--- src/rtl/keypad_scanner.sv ---
// 4x4 matrix keypad scanner: drives columns one at a time, debounces whole-scan results,
// and shifts each accepted key code into a 32-bit nibble register.
module keypad_scanner #(
    parameter int unsigned SCAN_DIV       = 100000,
    parameter int unsigned DEBOUNCE_SCANS = 4
) (
    input  logic        clk,
    input  logic        reset,
    input  logic [3:0]  row,
    input  logic        clear,
    output logic [3:0]  col,
    output logic        key_valid,
    output logic [3:0]  key_code,
    output logic        key_held,
    output logic [31:0] value
);

    typedef enum logic [1:0] {StIdle, StCand, StPressed, StRelease} state_e;

    logic [3:0]  row_s1_q, row_s2_q;
    logic [31:0] slot_cnt_q;
    logic [1:0]  col_idx_q;
    logic [11:0] scan_q;
    logic        slot_end, scan_end;
    logic [15:0] scan_full;
    logic [4:0]  hit_cnt;
    logic [3:0]  hit_code;
    logic        no_key, one_key;

    state_e      state_q, state_d;
    logic [3:0]  cand_q, cand_d;
    logic [31:0] deb_q, deb_d;
    logic        accept;

    logic        key_valid_q;
    logic [3:0]  key_code_q;
    logic [31:0] value_q;

    // Bit c*4+r of a scan vector is set when the key at row r, column c is pressed.
    function automatic logic [3:0] code_of(input logic [3:0] idx);
        logic [3:0] code;
        unique case (idx)
            4'h0: code = 4'h1;  4'h1: code = 4'h4;  4'h2: code = 4'h7;  4'h3: code = 4'h0;
            4'h4: code = 4'h2;  4'h5: code = 4'h5;  4'h6: code = 4'h8;  4'h7: code = 4'hF;
            4'h8: code = 4'h3;  4'h9: code = 4'h6;  4'hA: code = 4'h9;  4'hB: code = 4'hE;
            4'hC: code = 4'hA;  4'hD: code = 4'hB;  4'hE: code = 4'hC;  default: code = 4'hD;
        endcase
        return code;
    endfunction

    assign slot_end  = (slot_cnt_q == SCAN_DIV - 1);
    assign scan_end  = slot_end && (col_idx_q == 2'd3);
    // Column 3 is classified straight from the synchronizer in its sampling cycle.
    assign scan_full = {~row_s2_q, scan_q};

    always_comb begin
        hit_cnt  = '0;
        hit_code = '0;
        for (int i = 0; i < 16; i++) begin
            if (scan_full[i]) begin
                hit_cnt  = hit_cnt + 5'd1;
                hit_code = code_of(4'(i));
            end
        end
    end

    assign no_key  = (hit_cnt == 5'd0);
    assign one_key = (hit_cnt == 5'd1);

    always_ff @(posedge clk or negedge reset) begin
        if (!reset) begin
            row_s1_q   <= 4'hF;
            row_s2_q   <= 4'hF;
            slot_cnt_q <= '0;
            col_idx_q  <= '0;
            scan_q     <= '0;
        end else begin
            row_s1_q <= row;
            row_s2_q <= row_s1_q;
            if (slot_end) begin
                slot_cnt_q <= '0;
                col_idx_q  <= col_idx_q + 2'd1;
                unique case (col_idx_q)
                    2'd0:    scan_q[3:0]  <= ~row_s2_q;
                    2'd1:    scan_q[7:4]  <= ~row_s2_q;
                    2'd2:    scan_q[11:8] <= ~row_s2_q;
                    default: ;
                endcase
            end else begin
                slot_cnt_q <= slot_cnt_q + 32'd1;
            end
        end
    end

    always_comb begin
        state_d = state_q;
        cand_d  = cand_q;
        deb_d   = deb_q;
        accept  = 1'b0;
        if (scan_end) begin
            unique case (state_q)
                StIdle: begin
                    if (one_key) begin
                        if (DEBOUNCE_SCANS == 1) begin
                            accept  = 1'b1;
                            state_d = StPressed;
                        end else begin
                            state_d = StCand;
                            cand_d  = hit_code;
                            deb_d   = 32'd1;
                        end
                    end
                end
                StCand: begin
                    if (one_key && hit_code == cand_q) begin
                        if (deb_q + 32'd1 >= DEBOUNCE_SCANS) begin
                            accept  = 1'b1;
                            state_d = StPressed;
                        end else begin
                            deb_d = deb_q + 32'd1;
                        end
                    end else if (one_key) begin
                        cand_d = hit_code;
                        deb_d  = 32'd1;
                    end else begin
                        state_d = StIdle;
                    end
                end
                StPressed: begin
                    if (no_key) begin
                        if (DEBOUNCE_SCANS == 1) begin
                            state_d = StIdle;
                        end else begin
                            state_d = StRelease;
                            deb_d   = 32'd1;
                        end
                    end
                end
                StRelease: begin
                    if (!no_key) begin
                        state_d = StPressed;
                    end else if (deb_q + 32'd1 >= DEBOUNCE_SCANS) begin
                        state_d = StIdle;
                    end else begin
                        deb_d = deb_q + 32'd1;
                    end
                end
                default: state_d = StIdle;
            endcase
        end
    end

    always_ff @(posedge clk or negedge reset) begin
        if (!reset) begin
            state_q     <= StIdle;
            cand_q      <= '0;
            deb_q       <= '0;
            key_valid_q <= 1'b0;
            key_code_q  <= '0;
            value_q     <= '0;
        end else begin
            state_q     <= state_d;
            cand_q      <= cand_d;
            deb_q       <= deb_d;
            key_valid_q <= accept;
            if (accept) key_code_q <= hit_code;
            // clear takes priority over a coincident accept.
            if (clear) value_q <= '0;
            else if (accept) value_q <= {value_q[27:0], hit_code};
        end
    end

    assign col       = ~(4'b0001 << col_idx_q);
    assign key_valid = key_valid_q;
    assign key_code  = key_code_q;
    assign key_held  = (state_q == StPressed) || (state_q == StRelease);
    assign value     = value_q;

endmodule

--- config.mk ---
export PLATFORM = sky130hd
export DESIGN_NAME = keypad_scanner
export DESIGN_NICKNAME = d
export VERILOG_FILES = /design/src/rtl/keypad_scanner.sv
export SDC_FILE = /design/constraint.sdc
export NUM_CORES = 1
export LEC_CHECK = 0
export CAP_MARGIN = 10
export CORE_MARGIN = 2
export CORE_UTILIZATION = 50
export CTS_BUF_LIST = sky130_fd_sc_hd__clkbuf_8
export CTS_CLUSTER_SIZE = 28
export DETAILED_ROUTE_END_ITERATION = 10
export PLACE_DENSITY_LB_ADDON = 0.08
export SLEW_MARGIN = 40
export SYNTH_ARGS = -nofsm -noshare
export SYNTH_HDL_FRONTEND = slang
export SYNTH_SLANG_ARGS = --single-unit
--- constraint.sdc ---
create_clock -name clk -period 12.95 [get_ports clk]
set_input_delay 2.59 -clock clk [delete_from_list [all_inputs] [get_ports clk]]
set_output_delay 2.59 -clock clk [all_outputs]
set_load 0.02 [all_outputs]
# Yosys cells after proc, flatten, opt, wreduce, memory -nomap -nowiden
# Cells that the tools add are included.
totals:
  output_inout_bits: 42
  memories: 0
  ramBits: 0
  latchBits: 0
  word_cells: 121
  input_bits: 7
  register_bits: 129
  romBits: 0
classes:
  mul: 0
  magnitude_cmp: 1
  addsub: 18
  n_mux: 56
  n_shift: 1
  bitwise_logic: 2
  n_reduce_logical: 14
  n_eq_ne: 16
  div: 0
ops:
  columns: ["op", "n"]
  rows:
  - ["$mux W32", 8]
  - ["$pmux W32 S4", 1]
  - ["$add A5 B1 Y5 const B", 15]
  - ["$mux W5", 15]
  - ["$add A32 B1 Y32 const B", 2]
  - ["$mux W4", 16]
  - ["$eq A32 B17 Y1 const B", 1]
  - ["$ge A32 B3 Y1 const B", 1]
  - ["$mux W2", 7]
  - ["$ne A3 B3 Y1 const B", 3]
  - ["$eq A2 B2 Y1 const B", 4]
  - ["$ne A2 B2 Y1 const B", 4]
  - ["$not A4 Y4", 2]
  - ["$pmux W2 S4", 1]
  - ["$pmux W4 S2", 1]
  - ["$mux W1", 6]
  - ["$reduce_and A2 Y1", 3]
  - ["$reduce_and A3 Y1", 2]
  - ["$reduce_and A6 Y1", 1]
  - ["$eq A5 B1 Y1 const B", 1]
  - ["$logic_not A5 Y1", 1]
  - ["$eq A2 B1 Y1 const B", 2]
  - ["$eq A4 B4 Y1", 1]
  - ["$logic_not A2 Y1", 2]
  - ["other kinds (6)", 8]

# Depth between registers and ports, before layout
# Gate-level depths: netlist of run 1.
depth:
  depth_word: 38
  ltp_mapped: 55
  ltp_nobuf: 53

# Worst setup path after synthesis of run 1
# No wires, ideal clock.
synth_timing:
  path_type: "register to register"
  from: "reg scan_q[0]"
  to: "reg value_q[1] (netlist: value[1])"
  period_less_slack_ns: 9.732
  required_time_ns: 12.823
  path_buffers: 2
  path_stages_with_launch: 54
  setup_ns: 0.127
  slack_ns: 3.218
  t_arrival_ns: 9.605
  path_cell_list: "dfrtp_1 -> ha_1 -> nor2b_1 -> or2_2 -> ha_1 -> nand2b_1 -> o31ai_1 -> inv_1 -> ha_1 -> nand2_1 -> o21ai_0 -> ha_1 -> nand2b_1 -> o31ai_1 -> nor2_1 -> ha_1 -> nand2_1 -> o31ai_1 -> [18 not listed] -> ha_1 -> nor2b_1 -> a21oi_1 -> a211oi_1 -> ha_1 -> nor2b_1 -> xnor2_1 -> xnor3_1 -> nand4_1 -> nand2_1 -> or2_2 -> a41oi_1 -> nor2_1 -> and3_1 -> buf_4 -> buf_6 -> nand3b_1 -> o21ai_0"
synth_between:
  elab_chain_len: 37
  word_cells_on_any_way: 54
  classes_between: "15 x add/sub; 2 x eq/ne; 35 x mux; 2 x reduce/logical"
synth_rtl:
  columns: ["item", "line", "source"]
  rows:
  - ["start: declaration", "23", "logic [11:0] scan_q;"]
  - ["start signal: assignment", "84", "2'd0: scan_q[3:0] <= ~row_s2_q;"]
  - ["$mux W1", "60", "if (scan_full[i]) begin"]
  - ["$add A5 B1 Y5", "61", "hit_cnt = hit_cnt + 5'd1;"]
  - ["$mux W5", "60", null]
  - ["$add A5 B1 Y5", "61", null]
  - ["$mux W5", "60", null]
  - ["$add A5 B1 Y5", "61", null]
  - ["$mux W5", "60", null]
  - ["$add A5 B1 Y5", "61", null]
  - ["[21 not listed]", null, null]
  - ["$add A5 B1 Y5", "61", null]
  - ["$mux W5", "60", null]
  - ["$eq A5 B1 Y1", "68", "assign one_key = (hit_cnt == 5'd1);"]
  - ["$logic_and A1 B1 Y1 (*)", "115", "if (one_key && hit_code == cand_q) begin"]
  - ["$mux W1 (*)", "115", null]
  - ["$mux W1 (*)", "101", "unique case (state_q)"]
  - ["$mux W1 (*)", "100", "if (scan_end) begin"]
  - ["$reduce_bool A2 Y1 (no source line) (*)", null, null]
  - ["end signal: assignment", "169", "else if (accept) value_q <= {value_q[27:0], hit_code};"]
  - ["end: declaration", "37", "logic [31:0] value_q;"]
# Every way passes the cells marked *; elsewhere a longest branch is shown, timed or not.
# A chain may end at the register's enable or synchronous reset.

# Worst setup path after layout of run 1
layout_timing:
  from: "reg scan_q[0]"
  to: "reg cand_q[3]"
layout_between:
  elab_chain_len: 35
  word_cells_on_any_way: 55
  classes_between: "15 x add/sub; 3 x eq/ne; 35 x mux; 2 x reduce/logical"
layout_rtl:
  columns: ["item", "line", "source"]
  rows:
  - ["$mux W1", "60", null]
  - ["$add A5 B1 Y5", "61", null]
  - ["$mux W5", "60", null]
  - ["$add A5 B1 Y5", "61", null]
  - ["$mux W5", "60", null]
  - ["$add A5 B1 Y5", "61", null]
  - ["$mux W5", "60", null]
  - ["$add A5 B1 Y5", "61", null]
  - ["[19 not listed]", null, null]
  - ["$add A5 B1 Y5", "61", null]
  - ["$mux W5", "60", null]
  - ["$add A5 B1 Y5", "61", null]
  - ["$mux W5", "60", null]
  - ["$eq A5 B1 Y1", "68", null]
  - ["$mux W4 / $logic_and A1 B1 Y1 (equally long branches)", null, null]
  - ["$mux W4 / $ne A2 B2 Y1 (equally long branches)", null, null]
  - ["$pmux W4 S2 / $reduce_and A3 Y1 (equally long branches)", null, null]
  - ["end signal: assignment", "163", "cand_q <= cand_d;"]
  - ["end: declaration", "31", "logic [3:0] cand_q, cand_d;"]
# Parallel ways exist; a longest one is shown, timed or not. The select of a mux whose other input is x is not followed.

==> results of run 1 <==
[sequential cells by signal (all words and copies together) (netlist names)]
name,flops
key_code,4
deb_q,32
cand_q,4
value,32
row_s1_q,4
state_q,2
row_s2_q,4
slot_cnt_q,32
key_valid,1
scan_q,12
col_idx_q,2
[routing by layer]
metal	GRT usage [%]	wire (um)
met1	27.82	8037
met2	35.02	8407
met3	4.805	466
met4	5.632	152
met5	0	0
[cell families (layout without fill, tap and decap cells)]
group / after synthesis / after routing / synth area share [%]
buffers and inverters: 65 / 115 / 3.689
adders and majority gates: 23 / 23 / 3.580
xor gates and xnor gates: 87 / 87 / 12.61
muxes: 42 / 42 / 5.402
and+or+nand+nor: 353 / 353 / 24.02
AOI/OAI and AO/OA: 128 / 128 / 10.41
DFF: 129 / 129 / 40.29
[worst reg2reg max path, delay by kind of cell, from the launching register on]
family / cells / cell delay, ns
AOI/OAI and AO/OA: 13 / 2.45
adders and majority gates: 13 / 3.74
buffers and inverters: 1 / 0.09
xor gates and xnor gates: 2 / 0.41
and+or+nand+nor: 17 / 2.65
DFF: 1 / 0.42
muxes: 3 / 1.27
[per-stage QoR]
stage	util, %	worst slack [ns]	cell area, um^2
final	57.66	1.793	9092
after global routing	57.66	0.9603	9092
after CTS	57.65	1.870	9091
after floorplan	-	3.218	8038
after global placement	54.78	2.093	8638
after detailed placement	54.79	1.914	8641
[cells in the final DEF (no fill, tap or decap), types with 10 or more instances in the layout]
cell / instances
a21oi_1: 21
a31oi_1: 10
and2_1: 42
clkbuf_8: 18
clkdlybuf4s50_1: 46
dfrtp_1: 121
ha_1: 23
inv_1: 31
mux2i_1: 33
nand2_1: 78
nand2b_1: 36
nand3_1: 31
nand4_1: 18
nor2_1: 44
nor2b_1: 10
nor3_1: 11
nor4_1: 17
o21ai_0: 43
xnor2_1: 48
xor2_1: 21
[power by group through the flow]
stage	combinational, mW	clock, mW	sequential (mW)
2_1_floorplan	0.0251	0	0.413
3_3_place_gp	0.0368	0	0.415
3_5_place_dp	0.0381	0	0.415
4_1_cts	0.0386	0.396	0.407
5_1_grt	0.0432	0.415	0.408
6_report	0.0385	0.388	0.407
[cells in the mapped netlist (9+ instances only)]
cell type	count	area share, %
nand4_1	18	1.4
or2_2	9	0.70
nor2_1	44	2.1
or3_1	9	0.70
a21oi_1	21	1.3
nand3_1	31	1.9
nand2b_1	36	2.8
mux2i_1	33	4.1
ha_1	23	3.6
a31oi_1	10	0.78
and3_1	10	0.78
nor4_1	17	1.3
nor3_1	11	0.68
and2_1	42	3.3
clkbuf_1	21	0.98
o21ai_0	43	2.7
nand2_1	78	3.6
dfrtp_1	121	38
xnor2_1	48	5.2
inv_1	31	1.4
xor2_1	21	2.3
nor2b_1	10	0.78
[cell type report]
type / instances / area share, %
Timing Repair Buffer: 51 / 5.491
Sequential cell: 129 / 35.61
Tap cell: 216 / 2.972
Clock buffer: 18 / 2.725
Multi-Input combinational cell: 633 / 49.59
Inverter: 32 / 1.376
Clock inverter: 14 / 2.229
[worst min path at each step]
| stage | from | cells past startpoint | endpoint |
|---|---|---|---|
| global placement | row_s1_q[3] | 0 | row_s2_q[3] |
| floorplan | row_s1_q[0] | 0 | row_s2_q[0] |
| CTS | row_s1_q[2] | 0 | row_s2_q[2] |
| detailed placement | row_s1_q[2] | 0 | row_s2_q[2] |
| global route | row_s1_q[2] | 0 | row_s2_q[2] |
| finish | row_s1_q[1] | 0 | row_s2_q[1] |
==> run_results.csv, run 1 <==
group,metric,value,unit
run_status,outcome,"finished, final reports clean",
power,ir_worst_vdd,0.00006549,V
final_layout,layout.area.seq,3238,um^2
power,p_leak,3.794,nW
placement,numPortBuffers,48,
yosys,synth_ff_type,"dfrtp_1",
clocking,clk-insertion-delay-late,0.44,ns
worst_setup_path,end_kind,"flip-flop",
yosys,ys_warn_count,0,
clocking,post_cts_buffers,0,
routing,drt_iter0_markers,446,
routing,vias,6081,
final_layout,antenna_cells,0,
yosys,seq_area_frac_synth,40.29,%
yosys,syn_avg_cell_area,9.719,um^2
global_routing,grt.overflow.total,0,
floorplanning,core_area,15770,um^2
worst_setup_path,cp.depth,49,
routing,drcViolationCount,0,
placement,dpl.hpwl,12.25,mm
worst_setup_path,reg2regPathDepth,49,
worst_setup_path,critPathLaunchType,"flip-flop",
power,power.density,91.67,nW/um^2
routing,ant_nets,0,
final_layout,finalNonFillerCells,1093,
worst_setup_path,reg2reg_slack,1.79,ns
clocking,post_cts_resized,0,
power,power_switching,0.1968,mW
placement,dp_cells,1061,
yosys,synth_edf_count,0,
worst_setup_path,reg2reg_to,"cand_q[3]",
worst_hold_path,hold_class,"reg -> reg",
timing,max_freq,0.08963,GHz
global_routing,antenna_found_initial,0,
floorplanning,num_rows,46,
clocking,clockRootBuffer,"clkbuf_8",
worst_setup_path,cpMaxStageDelayCell,"mux2i_2",
global_routing,grt_pass1_vias,5882,
global_routing,grt_first_pass_wirelength,28.50,mm
timing,worst_pin_slew,0.7673,ns
timing,setup_viol_count_final,0,
timing,relSlewSlack,47.83,%
timing,holdWs,0.3573,ns
clocking,ctsLongestPathBuffers,2,
timing,final.setup_skew,0.01139,ns
floorplanning,io_pins,49,
timing,hold_viol_final,0,
yosys,synth_area,8038,um^2
floorplanning,start_util,50.97,%
worst_setup_path,crit_family,"adder cells",
power,intPower,0.6367,mW
worst_setup_path,required,13.27,ns
timing,slew_viol_final,0,
power,swShare,23.61,%
yosys,async_flop_share,100.0,%
routing,vias_per_cell,5.564,
power,power_frac_clock,46.5,%
final_layout,fill_cells,1429,
worst_setup_path,critPathArrivalTime,11.47,ns
timing,period_needed,11.16,ns
global_routing,globalRouteTotalUtil,21.02,%
final_layout,multi_input_comb_area,4509,um^2
clocking,htreeDepth,4,
routing,drt-total-wl,17.06,mm
yosys,ys_ff_latch,129,
timing,period_share,86.16,%
floorplanning,die_area,17110,um^2
clocking,numCtsBuffers,17,
yosys,ys_types,81,
job,cap_violations,0,
timing,rsz0062_at_grt,"no",
clocking,cts.sinks,129,
yosys,synth_nets,857,
worst_setup_path,criticalPathCategory,"reg -> reg",
clocking,cts_tree,"done",
routing,wl_per_cell,15.61,um
clocking,hold_buffers,0,
placement,routabilityCongestion,0.8495,
worst_setup_path,crit_fanout,14,
power,p_comb_share,4.6,%
worst_setup_path,reg2reg_from,"scan_q[0]",
routing,dr.pass1.iters,5,
floorplanning,fp.dieW,130.8,um
power,seqPwrFrac,48.9,%
worst_setup_path,crit_end,"cand_q[3]",
worst_setup_path,cp_num_buf_inv,1,
worst_setup_path,startpoint,"scan_q[0]",
final_layout,nets,894,
power,power,0.8335,mW
final_layout,drive_above_1_share,9.350,%
final_layout,synthToLayoutAreaGrowth,13.12,%
yosys,syn_inst,827,
worst_setup_path,crit_top_cell,"ha_1",
worst_setup_path,cp_slowest_stage_delay,0.62,ns
clocking,clkSlewWorstSetupHoldPaths,0.08,ns
floorplanning,dieHeight,130.8,um
global_routing,grt_max_degree,80,
timing,tns,0,ns
Power figures use the tool's default switching activity.
==> run 2: changes to the inputs <==
--- a/config.mk
+++ b/config.mk
@@ -7,8 +7,8 @@
 export LEC_CHECK = 0
 export CAP_MARGIN = 10
 export CORE_MARGIN = 2
-export CORE_UTILIZATION = 50
-export CTS_BUF_LIST = sky130_fd_sc_hd__clkbuf_8
+export CORE_UTILIZATION = 45
+export CTS_BUF_LIST = sky130_fd_sc_hd__clkbuf_4
 export CTS_CLUSTER_SIZE = 28
 export DETAILED_ROUTE_END_ITERATION = 10
 export PLACE_DENSITY_LB_ADDON = 0.08
==> run 2 against run 1 <==
Cell count is 1.0% higher; combinational power hardly changed; clock power is 32% lower; clock skew is 0.019 ns higher; critical path depth is 1 higher; routed wire length is 0.56% higher; largest cell class unchanged; largest power group unchanged.
==> run_results.csv, run 2 (synthesized netlist as in run 1, its figures left out) <==
group,metric,value,unit
routing,ant_nets,0,
global_routing,met1_usage,25.96,%
global_routing,grt_max_degree,71,
floorplanning,die_area,18950,um^2
routing,dr.pass1.iters,4,
routing,wl_per_cell,15.54,um
worst_setup_path,cp_num_buf_inv,1,
clocking,clk-insertion-delay-late,0.54,ns
power,power.density,79.27,nW/um^2
global_routing,globalRouteTotalUtil,19.69,%
worst_setup_path,crit_family,"adder cells",
final_layout,drive_above_1_share,9.453,%
floorplanning,num_rows,48,
placement,routabilityCongestion,0.8564,
worst_setup_path,crit_fanout,37,
worst_setup_path,critPathLaunchType,"flip-flop",
final_layout,mostFrequentLayoutCell,"dfrtp_1",
clocking,post_cts_resized,0,
routing,drt-total-wl,17.16,mm
floorplanning,core_area,17360,um^2
timing,hold_viol_final,0,
routing,vias_per_cell,5.447,
global_routing,use_met3,4.268,%
global_routing,antenna_found_initial,1,
worst_setup_path,end_kind,"flip-flop",
final_layout,layout_common_cells,"dfrtp_1, nand2_1, xnor2_1",
global_routing,grt.overflow.total,0,
timing,period_needed,11.19,ns
global_routing,met2_usage,32.89,%
routing,drcViolationCount,0,
floorplanning,dieHeight,137.6,um
global_routing,grt.busiest_layer,"met2",
placement,place_area,8652,um^2
final_layout,fill_cells,1597,
floorplanning,start_util,46.31,%
clocking,numCtsBuffers,17,
floorplanning,fp.dieW,137.6,um
placement,numPortBuffers,48,
worst_setup_path,required,13.38,ns
final_layout,post-route-util,51.55,%
clocking,hold_buffers,0,
worst_setup_path,criticalPathCategory,"reg -> reg",
clocking,clkSlewWorstSetupHoldPaths,0.13,ns
routing,drt_iter0_markers,287,
worst_hold_path,hold_class,"reg -> reg",
run_status,outcome,"finished, final reports clean",
job,cap_violations,0,
worst_setup_path,critPathArrivalTime,11.63,ns
timing,rsz0062_at_grt,"no",
clocking,cts.sinks,129,
power,ir_worst_vdd,0.00006702,V
worst_setup_path,crit_top_cell,"ha_1",
timing,relSlewSlack,50.85,%
timing,tns,0,ns
power,p_leak,3.705,nW
timing,setup_viol_count_final,0,
global_routing,grt_first_pass_wirelength,29.74,mm
placement,dpl.hpwl,12.52,mm
timing,max_freq,0.08933,GHz
clocking,clockRootBuffer,"clkbuf_4",
power,power,0.7093,mW
worst_setup_path,cpMaxStageDelayCell,"and3_4",
timing,slew_viol_final,0,
worst_setup_path,cp_slowest_stage_delay,0.57,ns
clocking,post_cts_buffers,0,
clocking,cts_tree,"done",
final_layout,synthToLayoutAreaGrowth,11.32,%
timing,holdWs,0.3726,ns
final_layout,nets,895,
clocking,htreeDepth,4,
final_layout,design_area,8947,um^2
routing,vias,6013,
global_routing,grt_pass1_vias,6118,
clocking,ctsLongestPathBuffers,2,
floorplanning,io_pins,49,
timing,final.setup_skew,0.03067,ns
timing,period_share,86.45,%
timing,worst_pin_slew,0.7186,ns
run 2: metrics by stage:
stage | worst slack [ns] | cells
after CTS | 1.797 | 1102
after global placement | 2.080 | 1070
after detailed placement | 1.876 | 1070
final | 1.755 | 1104
after floorplan | 3.218 | 827
after global routing | 0.8165 | 1104
run 2: path summary, 6_finish.rpt:
check / start / to / slack (ns) / cells past startpoint
max: scan_q[0] / key_code[3] / 1.76 / 50
min: row_s1_q[2] / row_s2_q[2] / 0.37 / 0
max reg2reg: scan_q[0] / key_code[3] / 1.76 / 50
min reg2reg: row_s1_q[2] / row_s2_q[2] / 0.37 / 0
max in group asynchronous: reset / row_s2_q[1] / 9.85 / 3
min in group asynchronous: reset / slot_cnt_q[13] / 2.02 / 1
run 2: report_power, final:
part	switching, mW	leakage [nW]	total, mW	internal [mW]
logic	0.0242	1.81	0.0382	0.0140
clock network	0.179	0.132	0.263	0.0845
registers	0.00249	1.76	0.408	0.405
total	0.206	3.70	0.709	0.504
run 2: per-layer routing:
layer | vias up | wire (um)
li1 | 3009 | -
met1 | 2932 | 8073
met2 | 62 | 8478
met3 | 10 | 460
met4 | 0 | 146
met5 | - | 0
run 2: layout make-up:
| type | count | area (um^2) | area share, % |
|---|---|---|---|
| multi-input combinational | 633 | 4508 | 50.38 |
| inverter | 32 | 125.1 | 1.398 |
| sequential | 129 | 3238 | 36.19 |
| antenna | 1 | 2.502 | 0.02797 |
| timing repair buffer | 52 | 519.2 | 5.803 |
| clock inverter | 15 | 145.1 | 1.622 |
| clock buffer | 17 | 127.6 | 1.426 |
| tap | 225 | 281.5 | 3.146 |
==> run 3: changes to the inputs <==
--- a/config.mk
+++ b/config.mk
@@ -5,6 +5,7 @@
 export SDC_FILE = /design/constraint.sdc
 export NUM_CORES = 1
 export LEC_CHECK = 0
+export ABC_AREA = 1
 export CAP_MARGIN = 10
 export CORE_MARGIN = 2
 export CORE_UTILIZATION = 45
==> run 3 against run 2 <==
The run now ends with DRC left; fmax increased by 31%; setup slack improved by 2.7 ns; flip-flop and latch count unchanged; global-route usage decreased by 0.76 points; synthesized area increased by 3.8%; clock power increased by 29%; clock skew decreased by 0.011 ns; critical endpoint is now deb_q[28]; largest cell class unchanged.
==> run_results.csv, run 3 <==
group,metric,value,unit
run_status,outcome,"finished with violations",
run_status,violations,"DRC",
yosys,syn_inst,1145,
timing,period_share,65.89,%
yosys,synth_nets,1175,
worst_setup_path,required,13.36,ns
yosys,synth_area_leaders,"dfrtp_1, nand2_1, inv_1, nand3_1, xor2_1",
yosys,synth_edf_count,0,
final_layout,nets,1222,
yosys,yosys.cell_count.top_type,"nand2_1",
power,p_leak,4.876,nW
timing,relSlewSlack,49.12,%
yosys,netlist_top_cells_count,"nand2_1, inv_1, dfrtp_1, nor2_1, nand3_1",
power,ir_worst_vdd,0.00007990,V
floorplanning,num_rows,49,
final_layout,fill_cells,1803,
worst_hold_path,hold_class,"reg -> reg",
timing,setup_viol_count_final,0,
timing,tns,0,ns
global_routing,globalRouteTotalUtil,18.93,%
floorplanning,start_util,46.12,%
worst_setup_path,cpMaxStageDelayCell,"a21oi_4",
timing,hold_viol_final,0,
global_routing,antenna_found_initial,1,
worst_setup_path,critPathLaunchType,"flip-flop",
clocking,clkSlewWorstSetupHoldPaths,0.12,ns
power,power_frac_clock,43.6,%
power,power.density,83.17,nW/um^2
clocking,ctsLongestPathBuffers,2,
floorplanning,core_area,18090,um^2
worst_setup_path,criticalPathCategory,"reg -> reg",
timing,rsz0062_at_grt,"no",
placement,place_ws,4.459,ns
yosys,synth_area,8342,um^2
timing,worst_pin_slew,0.7562,ns
floorplanning,die_area,19640,um^2
floorplanning,fp.dieW,140.2,um
yosys,syn_avg_cell_area,7.285,um^2
power,seqPwrFrac,52.3,%
routing,vias,7027,
power,power_switching,0.1881,mW
placement,routabilityCongestion,0.8690,
yosys,ys_warn_count,0,
clocking,clockRootBuffer,"clkbuf_4",
power,power,0.7774,mW
clocking,post_cts_resized,0,
placement,dpl.hpwl,12.59,mm
global_routing,grt_first_pass_wirelength,31.17,mm
yosys,async_flop_share,100.0,%
routing,vias_per_cell,4.897,
routing,drt_iter0_markers,345,
yosys,ys_ff_latch,129,
clocking,htreeDepth,4,
job,cap_violations,0,
timing,slew_viol_final,0,
global_routing,grt_pass1_vias,6799,
routing,ant_nets,0,
yosys,yosys.area.top_type,"dfrtp_1",
power,intPower,0.5892,mW
timing,period_needed,8.533,ns
final_layout,layout_common_cells,"nand2_1, inv_1, dfrtp_1",
clocking,hold_buffers,0,
final_layout,mostFrequentLayoutCell,"nand2_1",
routing,drcViolationCount,4,
yosys,seq_area_frac_synth,38.82,%
routing,wl_per_cell,12.00,um
yosys,ys_types,49,
worst_setup_path,crit_fanout,21,
yosys,yosys.area.top_type_share,36.30,%
timing,max_freq,0.1172,GHz
clocking,cts.sinks,129,
routing,drt-total-wl,17.21,mm
clocking,clk-insertion-delay-late,0.55,ns
final_layout,synthToLayoutAreaGrowth,12.04,%
global_routing,grt_max_degree,75,
timing,fin_ws,4.417,ns
global_routing,grt.overflow.total,0,
floorplanning,io_pins,49,
final_layout,drive_above_1_share,9.793,%
clocking,numCtsBuffers,17,
timing,final.setup_skew,0.01929,ns
floorplanning,dieHeight,140.2,um
power,p_comb_share,4.1,%
worst_setup_path,cp_slowest_stage_delay,0.53,ns
yosys,synth_ff_type,"dfrtp_1",
worst_setup_path,end_kind,"flip-flop",
worst_setup_path,critPathArrivalTime,8.94,ns
placement,numPortBuffers,48,
power,swShare,24.20,%
clocking,post_cts_buffers,0,
routing,dr.pass1.iters,10,
clocking,cts_tree,"done",
-- run 3: cell count changes in the layout (fill, tap and decap cells not counted), sizes merged, moves of 10 or more --
cell    delta
nand2    +283
inv      +158
nand3     +52
xnor2     -43
and2      -42
nand2b    -36
mux2i     -33
nor2      +32
nand4     +27
o21ai     +18
xor2      +12
a21oi     +11
nor2b     -10
-- run 3: power groups by stage --
stage | combinational (mW) | sequential [mW] | clock (mW)
final | 0.0320 | 0.407 | 0.339
after global routing | 0.0378 | 0.407 | 0.367
after CTS | 0.0329 | 0.407 | 0.351
after detailed placement | 0.0328 | 0.414 | 0
after global placement | 0.0324 | 0.414 | 0
after floorplan | 0.0193 | 0.413 | 0
-- run 3: routing by layer --
layer	wire, um	vias to the layer above	track usage (%)
met1	8728	3175	25.77
met3	514	13	3.419
met4	194	0	5.582
li1	-	3757	-
met2	7777	82	30.99
met5	0	-	0
-- run 3: worst paths after layout --
path                             start              to  slack, ns  cells past startpoint
setup / recovery             scan_q[0]       deb_q[28]       4.42                     52
hold / removal             row_s1_q[3]     row_s2_q[3]       0.36                      0
setup reg to reg             scan_q[0]       deb_q[28]       4.42                     52
hold reg to reg            row_s1_q[3]     row_s2_q[3]       0.36                      0
max in group asynchronous        reset  slot_cnt_q[22]       9.92                      2
min in group asynchronous        reset       value[29]       2.00                      1
-- run 3: per-stage QoR --
step	utilization (%)	hold WS, ns	instance area [um^2]	instances
after floorplan	-	0.3452	8342	1145
after global placement	49.63	0.3469	8976	1402
after detailed placement	49.69	0.3468	8987	1402
after CTS	51.66	0.3643	9344	1434
after global routing	51.68	0.3728	9346	1435
final	51.68	0.3638	9346	1435
-- run 3: worst max-delay path, delay by kind of cell (launching register included) --
family / cells / cell delay (ns)
buf+inv: 5 / 0.32
xor+xnor: 1 / 0.21
compound gates: 3 / 0.80
fa+ha+maj: 14 / 3.72
flops: 1 / 0.41
simple gates: 29 / 2.97
-- run 3: cells by family (layout without fill, tap and decap cells) --
kind of cell	Yosys count	in the layout	share of synthesized area, %
flip-flops	129	129	38.82
buffers and inverters	216	276	10.54
AO/OA/AOI/OAI	114	114	7.650
AND/OR/NAND/NOR	618	618	34.71
XOR/XNOR	44	44	4.710
adder cells (fa/ha/maj)	23	23	3.450
other	0	1	0
multiplexers	1	1	0.1200
-- run 3: final cells by class --
| class | instances | area [um^2] | area share [%] |
|---|---|---|---|
| repair buffers | 50 | 500.5 | 5.355 |
| inverters | 194 | 730.7 | 7.818 |
| clock inverters | 15 | 229.0 | 2.450 |
| clock buffers | 17 | 127.6 | 1.365 |
| flip-flops and latches | 129 | 3238 | 34.65 |
| multi-input cells | 800 | 4232 | 45.27 |
| well taps | 229 | 286.5 | 3.066 |
| diodes | 1 | 2.502 | 0.02677 |
